File: src/rtl/div_pkg.sv
// Shared types and sizing helpers for the sequential restoring divider.
package div_pkg;

  typedef enum logic [1:0] {
    IDLE = 2'd0,
    RUN  = 2'd1,
    DONE = 2'd2
  } state_e;

  localparam int DIV_WIDTH_DEFAULT = 4;

  // Iteration counter width; sized to hold WIDTH itself.
  function automatic int cnt_width(input int w);
    return $clog2(w + 1);
  endfunction

endpackage

File: src/rtl/div_step.sv
// One restoring-division iteration: shift in the next dividend bit, trial-subtract the divisor.
// Purely combinational.
module div_step #(
  parameter int WIDTH = 4
) (
  input  logic [WIDTH:0]   r_i,
  input  logic             msb_i,
  input  logic [WIDTH-1:0] divisor_i,
  output logic [WIDTH:0]   r_o,
  output logic             q_o
);

  logic [WIDTH:0] r_sh;
  logic [WIDTH:0] dvs;

  // r_i stays below the divisor between iterations, so its top bit is normally 0;
  // if it were set, the shifted value would exceed any divisor and must subtract.
  always_comb begin
    r_sh = {r_i[WIDTH-1:0], msb_i};
    dvs  = {1'b0, divisor_i};
    q_o  = r_i[WIDTH] | (r_sh >= dvs);
    r_o  = q_o ? (r_sh - dvs) : r_sh;
  end

endmodule

File: src/rtl/divider_seq.sv
// Sequential unsigned restoring divider: one quotient bit per clock, results held until next start.
// DIVIDER_ZERO_CHECK_EN: zero divisor skips RUN and flags div_by_zero with a 1-edge latency.
module divider_seq
  import div_pkg::*;
#(
  parameter int WIDTH = DIV_WIDTH_DEFAULT
) (
  input  logic             clk,
  input  logic             rst_n,
  input  logic             start,
  input  logic [WIDTH-1:0] A,
  input  logic [WIDTH-1:0] B,
  output logic             busy,
  output logic             done,
  output logic [WIDTH-1:0] quotient,
  output logic [WIDTH-1:0] remainder,
  output logic             div_by_zero
);

  localparam int CW = cnt_width(WIDTH);
  localparam logic [CW-1:0] LAST = CW'(WIDTH - 1);

  state_e           state_q, state_d;
  logic [WIDTH-1:0] dividend_q, dividend_d;
  logic [WIDTH-1:0] divisor_q, divisor_d;
  logic [WIDTH:0]   r_q, r_d;
  logic [CW-1:0]    cnt_q, cnt_d;
  logic [WIDTH-1:0] quot_q, quot_d;
  logic [WIDTH-1:0] rem_q, rem_d;
  logic [WIDTH:0]   step_r;
  logic             step_q;

  div_step #(.WIDTH(WIDTH)) u_step (
    .r_i       (r_q),
    .msb_i     (dividend_q[WIDTH-1]),
    .divisor_i (divisor_q),
    .r_o       (step_r),
    .q_o       (step_q)
  );

`ifdef DIVIDER_ZERO_CHECK_EN
  logic dbz_q, dbz_d;
`endif

  // Quotient bits shift into the dividend register as its bits are consumed.
  always_comb begin
    state_d    = state_q;
    dividend_d = dividend_q;
    divisor_d  = divisor_q;
    r_d        = r_q;
    cnt_d      = cnt_q;
    quot_d     = quot_q;
    rem_d      = rem_q;
`ifdef DIVIDER_ZERO_CHECK_EN
    dbz_d      = dbz_q;
`endif
    case (state_q)
      IDLE: begin
        if (start) begin
          dividend_d = A;
          divisor_d  = B;
          r_d        = '0;
          cnt_d      = '0;
          state_d    = RUN;
`ifdef DIVIDER_ZERO_CHECK_EN
          dbz_d      = 1'b0;
          if (B == '0) begin
            state_d = DONE;
            quot_d  = '1;
            rem_d   = A;
            dbz_d   = 1'b1;
          end
`endif
        end
      end
      RUN: begin
        r_d        = step_r;
        dividend_d = {dividend_q[WIDTH-2:0], step_q};
        cnt_d      = cnt_q + CW'(1);
        if (cnt_q == LAST) begin
          state_d = DONE;
          quot_d  = {dividend_q[WIDTH-2:0], step_q};
          rem_d   = step_r[WIDTH-1:0];
        end
      end
      DONE:    state_d = IDLE;
      default: state_d = IDLE;
    endcase
  end

  always_ff @(posedge clk or negedge rst_n) begin
    if (!rst_n) begin
      state_q    <= IDLE;
      dividend_q <= '0;
      divisor_q  <= '0;
      r_q        <= '0;
      cnt_q      <= '0;
      quot_q     <= '0;
      rem_q      <= '0;
    end else begin
      state_q    <= state_d;
      dividend_q <= dividend_d;
      divisor_q  <= divisor_d;
      r_q        <= r_d;
      cnt_q      <= cnt_d;
      quot_q     <= quot_d;
      rem_q      <= rem_d;
    end
  end

`ifdef DIVIDER_ZERO_CHECK_EN
  always_ff @(posedge clk or negedge rst_n) begin
    if (!rst_n) dbz_q <= 1'b0;
    else        dbz_q <= dbz_d;
  end
  assign div_by_zero = dbz_q;
`else
  assign div_by_zero = 1'b0;
`endif

  assign busy      = (state_q == RUN);
  assign done      = (state_q == DONE);
  assign quotient  = quot_q;
  assign remainder = rem_q;

endmodule

File: config.mk
export PLATFORM = sky130hd
export DESIGN_NAME = divider_seq
export DESIGN_NICKNAME = d
export VERILOG_FILES = /design/src/rtl/div_pkg.sv /design/src/rtl/div_step.sv /design/src/rtl/divider_seq.sv
export SDC_FILE = /design/constraint.sdc
export NUM_CORES = 1
export LEC_CHECK = 0
export ABC_CLOCK_PERIOD_IN_PS = 2250
export BUFFER_PORTS_ARGS = -buffer_cell sky130_fd_sc_hd__buf_4
export CAP_MARGIN = 0
export CORE_MARGIN = 2
export CORE_UTILIZATION = 54
export DETAILED_ROUTE_END_ITERATION = 10
export PLACE_DENSITY = 0.77
export SLEW_MARGIN = 20
export SYNTH_ARGS = -nofsm -noshare
export SYNTH_HDL_FRONTEND = slang
export SYNTH_SLANG_ARGS = --single-unit
File: constraint.sdc
create_clock -name clk -period 2.25 [get_ports clk]
set_input_delay 0.225 -clock clk [delete_from_list [all_inputs] [get_ports clk]]
set_output_delay 0.225 -clock clk [all_outputs]
set_load 0.02 [all_outputs]
==> results of run 1 <==
## area by class of cell
cell class	instances	area (um2)	share of cell area
flip-flops and latches	26	651	0.427
multi-input cells	87	597	0.392
repair buffers	23	175	0.115
clock buffers	4	36.3	0.0238
well taps	28	35.0	0.0230
inverters	8	30.0	0.0197
## kinds of logic (layout without fill, tap and decap cells)
family | Yosys count | after routing
compound gates | 38 | 38
xor+xnor | 1 | 1
fa+ha+maj | 7 | 7
buf+inv | 12 | 35
flops | 26 | 26
mux | 4 | 4
other cells | 1 | 1
simple gates | 36 | 36
## where the power goes
group / switching, mW / internal, mW
Combinational: 0.816 / 0.639
Clock: 0.136 / 0.0988
Sequential: 0.178 / 0.701
Total: 1.13 / 1.44
## worst max path at each step
stage,from,end,slack [ps],cells after the start
6_report,r_q[1]$_DFFE_PN0P_,r_q[0]$_DFFE_PN0P_,400,5
5_1_grt,divisor_q[2]$_DFFE_PN0P_,r_q[0]$_DFFE_PN0P_,270,6
4_1_cts,r_q[1]$_DFFE_PN0P_,r_q[0]$_DFFE_PN0P_,400,5
3_5_place_dp,r_q[1]$_DFFE_PN0P_,r_q[0]$_DFFE_PN0P_,440,5
3_3_place_gp,divisor_q[1]$_DFFE_PN0P_,remainder[0]$_DFFE_PN0P_,470,6
2_1_floorplan,r_q[1]$_DFFE_PN0P_,r_q[1]$_DFFE_PN0P_,600,5
## state kept, by name (all words and copies together), names as in the netlist
| register | flops |
|---|---|
| dividend_q | 4 |
| remainder | 4 |
| divisor_q | 4 |
| r_q | 5 |
| quotient | 4 |
| cnt_q | 3 |
| state_q | 2 |
## routing by layer
metal,vias to the layer above,global-route usage,part of all wire
li1,496,-,-
met1,482,0.303,0.47
met2,14,0.374,0.50
met3,2,0.0254,0.029
met4,0,0.0641,0.0060
met5,-,0,0
## worst reg2reg max path: stages (launching register included)
cell and delay, ps:
dfrtp_1 430, ha_1 350, and3_1 240, o31a_1 360
nor3_1 230, o31ai_1 130
## layout by cell type (no fill, tap or decap), drive strengths merged, types with 3 or more instances in the layout
| cell type | netlist | final |
|---|---|---|
| dfrtp | 26 | 26 |
| buf | 4 | 22 |
| nand2 | 17 | 17 |
| o21ai | 13 | 13 |
| inv | 8 | 8 |
| o31ai | 7 | 7 |
| ha | 6 | 6 |
| a21oi | 4 | 4 |
| nor2b | 4 | 4 |
| mux2 | 4 | 4 |
| nor3 | 4 | 4 |
| clkbuf | 0 | 4 |
| a22oi | 3 | 3 |
==> reports/metrics.cfg, run 1 <==
[synthesis]
syn_nets=143
synth_fa_ha_area_frac=0.0724
synthTopCellsByCount=26 x dfrtp_1, 16 x nand2_1, 13 x o21ai_0
ys_seq_elements=26
synth_warnings=0
synth_xor_area_frac=0.00667
synth_mux_area_frac=0.0343
netlist_area_um2=1310
synth_cells=125
ys_async_sr_fraction=1.00
synth_area_leaders=dfrtp_1 50%, ha_1 5.7%, o21ai_0 5.0%
yosys.area.top_type=dfrtp_1
ys.flop_type=dfrtp_1
synth_area_per_cell_um2=10.5
synth_top_family_by_area=compound AO/OA/AOI/OAI gates
yosysTopAreaCellShare=0.496
synth_edf_count=0
synth-simple-area-share=0.144
synth.distinct_cells=38
post-synth-top-count-cell=dfrtp_1
synth_compound_area_frac=0.194
ys_seq_area_frac=0.496

[worst_hold_path]
hold_depth=3
hold_start=B[3]
min_to=divisor_q[3]$_DFFE_PN0P_
min_path_type=in -> reg

[global_route]
grt_max_degree=27
antenna_found_initial=0
grt_overflow=0
grt_pass1_wl_um=4550
grt_pass1_vias=983
groute.usage.overall=0.224

[clock_network]
cts_post_setup_buffers_inserted=0
clk_path_buf_depth=2
htreeDepth=1
cts_buffers=3
cts_tree=yes
holdBufCountCts=1
cts-root-buf=clkbuf_4
clkTransAtPathRegs_ps=140
clkSinkCount=26
cts_resized=0
clkLatencyLatePin_ps=320

[sta]
setup_viol=0
tns_ps=0
finalHoldViolations=0
fmax_ghz=0.541
rsz0062_at_grt=false
period_share=0.821
fin_crit_ps=1850
final_max_slew_viol_count=0
setup_slack_ps=402
whs_ps=111
skew_ps=5.85

[worst_setup_path]
cpMaxStageDelayCell=dfrtp_1
r2r_cells=5
cp_data_required_time_ps=2460
slowest_delay_ps=430
r2r_start=r_q[1]$_DFFE_PN0P_
critPathTopFamily=compound AO/OA/AOI/OAI gates
cp_max_fo=5
cp_data_arrival_time_ps=2060
crit_path_end_kind=flop
reg2reg_to=r_q[0]$_DFFE_PN0P_
critPathBufInv=0
critPathKind=reg -> reg
crit_chain=ha_1, and3_1, o31a_1, nor3_1, o31ai_1
cp-start-kind=flop
ff2ff_setup_slack_ps=400

[pwr]
p_total_mw=2.57
vdd_ir_drop_max_mv=0.993
power_density_nw_per_um2=1690
leakagePower_nw=0.729

[detailed_routing]
vias=994
viasPerCell=5.65
ant_nets=0
drc=0
wl_per_cell_um=15.2
routed_wl_um=2680
first_pass_iters=4
drtIter0Drc=26

[floorplan]
dieHeight_um=53.3
initial_utilization=0.582
die_area_um2=2840
num_rows=17
ios=22
core-area_um2=2250
die_x_um=53.3

[placed_design]
port_buffers=20
dp.cells=171
hpwl_um=2040
gp_congestion=0.949
place_area_um2=1480
place_ws_ps=438

[final_layout]
diodes=0
stdcell_area_um2=1520
fill_cells=185
area_delta_synth_final_pct=16.1
final_cells=176
drive_above_1_share=0.230
nNetsFinal=167
final_util=0.676

[job]
maxCapViolations=0

[run_status]
status=completed

No activity file was read; power rests on OpenSTA's default activity.
==> inputs of run 2 (changes only) <==
ABC_AREA = 1   (was default)
ABC_CLOCK_PERIOD_IN_PS = 1700   (was 2250)
CORE_UTILIZATION = 50   (was 54)
PLACE_DENSITY = 0.75   (was 0.77)
clock period = 1.7 ns   (was 2.25 ns; I/O delays follow)
==> run 2 against run 1 <==
Synthesized area is 4.7% higher; combinational power is 57% higher; sequential share of layout area is 2.3 points lower; critical path type unchanged.
==> reports/metrics.cfg, run 2 <==
[global_route]
groute.usage.overall=0.190  ; -0.0334
grt_max_degree=27  ; unchanged
grt_pass1_wl_um=4710  ; +3.6%
grt_overflow=0  ; unchanged
antenna_found_initial=0  ; unchanged
grt_pass1_vias=1102  ; +12%

[sta]
finalHoldViolations=0  ; unchanged
setup_viol=0  ; unchanged
setup_slack_ps=132  ; -270 ps
period_share=0.922  ; +0.101
fin_crit_ps=1570  ; -280 ps
fmax_ghz=0.638  ; +18%
tns_ps=0  ; unchanged
rsz0062_at_grt=false
skew_ps=5.86  ; +0.00380 ps
final_max_slew_viol_count=0  ; unchanged

[clock_network]
cts_tree=yes
clkSinkCount=26  ; unchanged
clkLatencyLatePin_ps=330  ; about the same
cts_post_setup_buffers_inserted=0  ; unchanged
cts_buffers=3  ; unchanged
clk_path_buf_depth=2  ; unchanged
htreeDepth=1  ; unchanged
cts-root-buf=clkbuf_4
clkTransAtPathRegs_ps=150  ; about the same

[floorplan]
core-area_um2=2690  ; +19%
die_area_um2=3180  ; +12%
ios=22  ; unchanged
dieHeight_um=56.4  ; +5.8%
die_x_um=56.4  ; +5.8%
initial_utilization=0.511  ; -0.0707
num_rows=19  ; +2

[detailed_routing]
viasPerCell=5.25  ; -7.0%
routed_wl_um=2710  ; +1.0%
wl_per_cell_um=12.8  ; -16%
vias=1108  ; +11%
drc=0  ; unchanged
drtIter0Drc=37  ; +42%
first_pass_iters=4  ; unchanged
ant_nets=0  ; unchanged

[pwr]
leakagePower_nw=0.859  ; +18%
power_density_nw_per_um2=2390  ; +42%
vdd_ir_drop_max_mv=1.42  ; +43%
p_total_mw=3.84  ; +49%

[synthesis]
synth_mux_area_frac=0.00820  ; -0.0261
synth_edf_count=0  ; unchanged
synth_compound_area_frac=0.0847  ; -0.110
synth.distinct_cells=28  ; -26%
netlist_area_um2=1370  ; +4.7%
syn_nets=175  ; +22%
yosysTopAreaCellShare=0.474  ; -0.0221
synth-simple-area-share=0.269  ; +0.125
yosys.area.top_type=dfrtp_1
synth_cells=157  ; +26%
synth_fa_ha_area_frac=0.0692  ; -0.00323
synthTopCellsByCount=37 x nand2_1, 26 x dfrtp_1, 20 x inv_1
ys_seq_elements=26  ; unchanged
synth_warnings=0  ; unchanged
post-synth-top-count-cell=nand2_1
synth_area_leaders=dfrtp_1 47%, nand2_1 10%, nand3_1 5.8%
synth_area_per_cell_um2=8.75  ; -17%
synth_top_family_by_area=simple AND/OR/NAND/NOR gates
ys.flop_type=dfrtp_1
ys_seq_area_frac=0.474  ; -0.0221
synth_xor_area_frac=0.00638  ; -0.000298
ys_async_sr_fraction=1.00  ; unchanged

[worst_setup_path]
cpMaxStageDelayCell=dfrtp_1
cp_max_fo=6  ; +1
cp-startpoint=r_q[1]$_DFFE_PN0P_
critPathKind=reg -> reg
critPathBufInv=0  ; unchanged
reg2reg_to=dividend_q[0]$_DFFE_PN0P_
cp_data_required_time_ps=1920  ; -540 ps
crit_path_end_kind=flop
r2r_start=r_q[1]$_DFFE_PN0P_
slowest_delay_ps=440  ; about the same
cp_data_arrival_time_ps=1790  ; -270 ps
ff2ff_setup_slack_ps=130  ; -270 ps
critPathTopFamily=simple AND/OR/NAND/NOR gates
crit_chain=ha_1, or2_1, nand3_2, nand2_4, nand2_1, o211ai_1
cp-start-kind=flop
r2r_cells=6  ; +1

[final_layout]
area_delta_synth_final_pct=17.1
drive_above_1_share=0.256  ; +0.0258
nNetsFinal=199  ; +19%
largest_register=r_q
final_cell_mix=37 x nand2_1, 26 x dfrtp_1, 21 x buf_4
largest_reg_flops=5  ; unchanged
diodes=0  ; unchanged
final_common_cell=nand2_1
final_cells=211  ; +20%

[placed_design]
port_buffers=20  ; unchanged
place_ws_ps=132  ; -306 ps
dp.cells=206  ; +20%
gp_congestion=0.898  ; -5.4%
hpwl_um=2010  ; -1.1%

[job]
maxCapViolations=0  ; unchanged

[worst_hold_path]
hold_start=B[0]
min_to=divisor_q[0]$_DFFE_PN0P_
min_path_type=in -> reg
hold_depth=2  ; -1

[run_status]
status=completed

-- run 2: cells by family after synthesis --
| logic type | Yosys count |
|---|---|
| flops | 26 |
| mux | 1 |
| buf+inv | 27 |
| compound gates | 18 |
| fa+ha+maj | 7 |
| other cells | 1 |
| xor+xnor | 1 |
| simple gates | 76 |
-- run 2: worst reg2reg max path, cell delays in order (launching register included) --
cell and delay, ps:
dfrtp_1 440, ha_1 350, or2_1 260, nand3_2 150
nand2_4 110, nand2_1 80, o211ai_1 90
-- run 2: final cells by class --
type	instances	area (um2)
fill	243	1080
multi-input combinational	104	607
inverter	24	92.6
sequential	26	651
clock buffer	3	22.5
timing repair buffer	22	168
clock inverter	1	30.0
tap	31	38.8
-- run 2: where the power goes --
group / switching (mW) / internal, mW
Clock: 0.195 / 0.239
Sequential: 0.175 / 0.936
Combinational: 1.43 / 0.860
Total: 1.80 / 2.04
-- run 2: worst max-delay path by stage --
| stage | end | slack (ps) | cells past startpoint |
|---|---|---|---|
| 2_1_floorplan | r_q[4]$_DFFE_PN0P_ | 270 | 8 |
| 3_3_place_gp | remainder[2]$_DFFE_PN0P_ | 170 | 6 |
| 3_5_place_dp | r_q[4]$_DFFE_PN0P_ | 130 | 8 |
| 4_1_cts | dividend_q[0]$_DFFE_PN0P_ | 110 | 6 |
| 5_1_grt | dividend_q[0]$_DFFE_PN0P_ | 20 | 6 |
| 6_report | dividend_q[0]$_DFFE_PN0P_ | 130 | 6 |
-- run 2: timing repair --
item / in CTS / in global routing
setup endpoints to repair: 0 / 1
hold buffers: 1 / 0
hold endpoints to repair: 26 / 0
gates resized for setup: 0 / 1
-- run 2: layer usage --
metal  share of wire  GRT usage  vias up  routed length (um)
li1                -          -      545                   -
met1            0.45      0.233      525                1230
met2            0.48      0.334       31                1300
met3           0.043     0.0276        7                 116
met4           0.023     0.0782        0                  62
met5               0          0        -                   0
-- run 2: through the flow --
| stage | hold WS (ps) | cell area [um2] | utilization |
|---|---|---|---|
| 3_5_place_dp | 102 | 1540 | 0.575 |
| 2_1_floorplan | -126 | 1370 | - |
| 3_3_place_gp | 95.0 | 1540 | 0.575 |
| 6_report | 46.3 | 1610 | 0.599 |
| 5_1_grt | 52.3 | 1610 | 0.599 |
| 4_1_cts | 48.7 | 1610 | 0.598 |
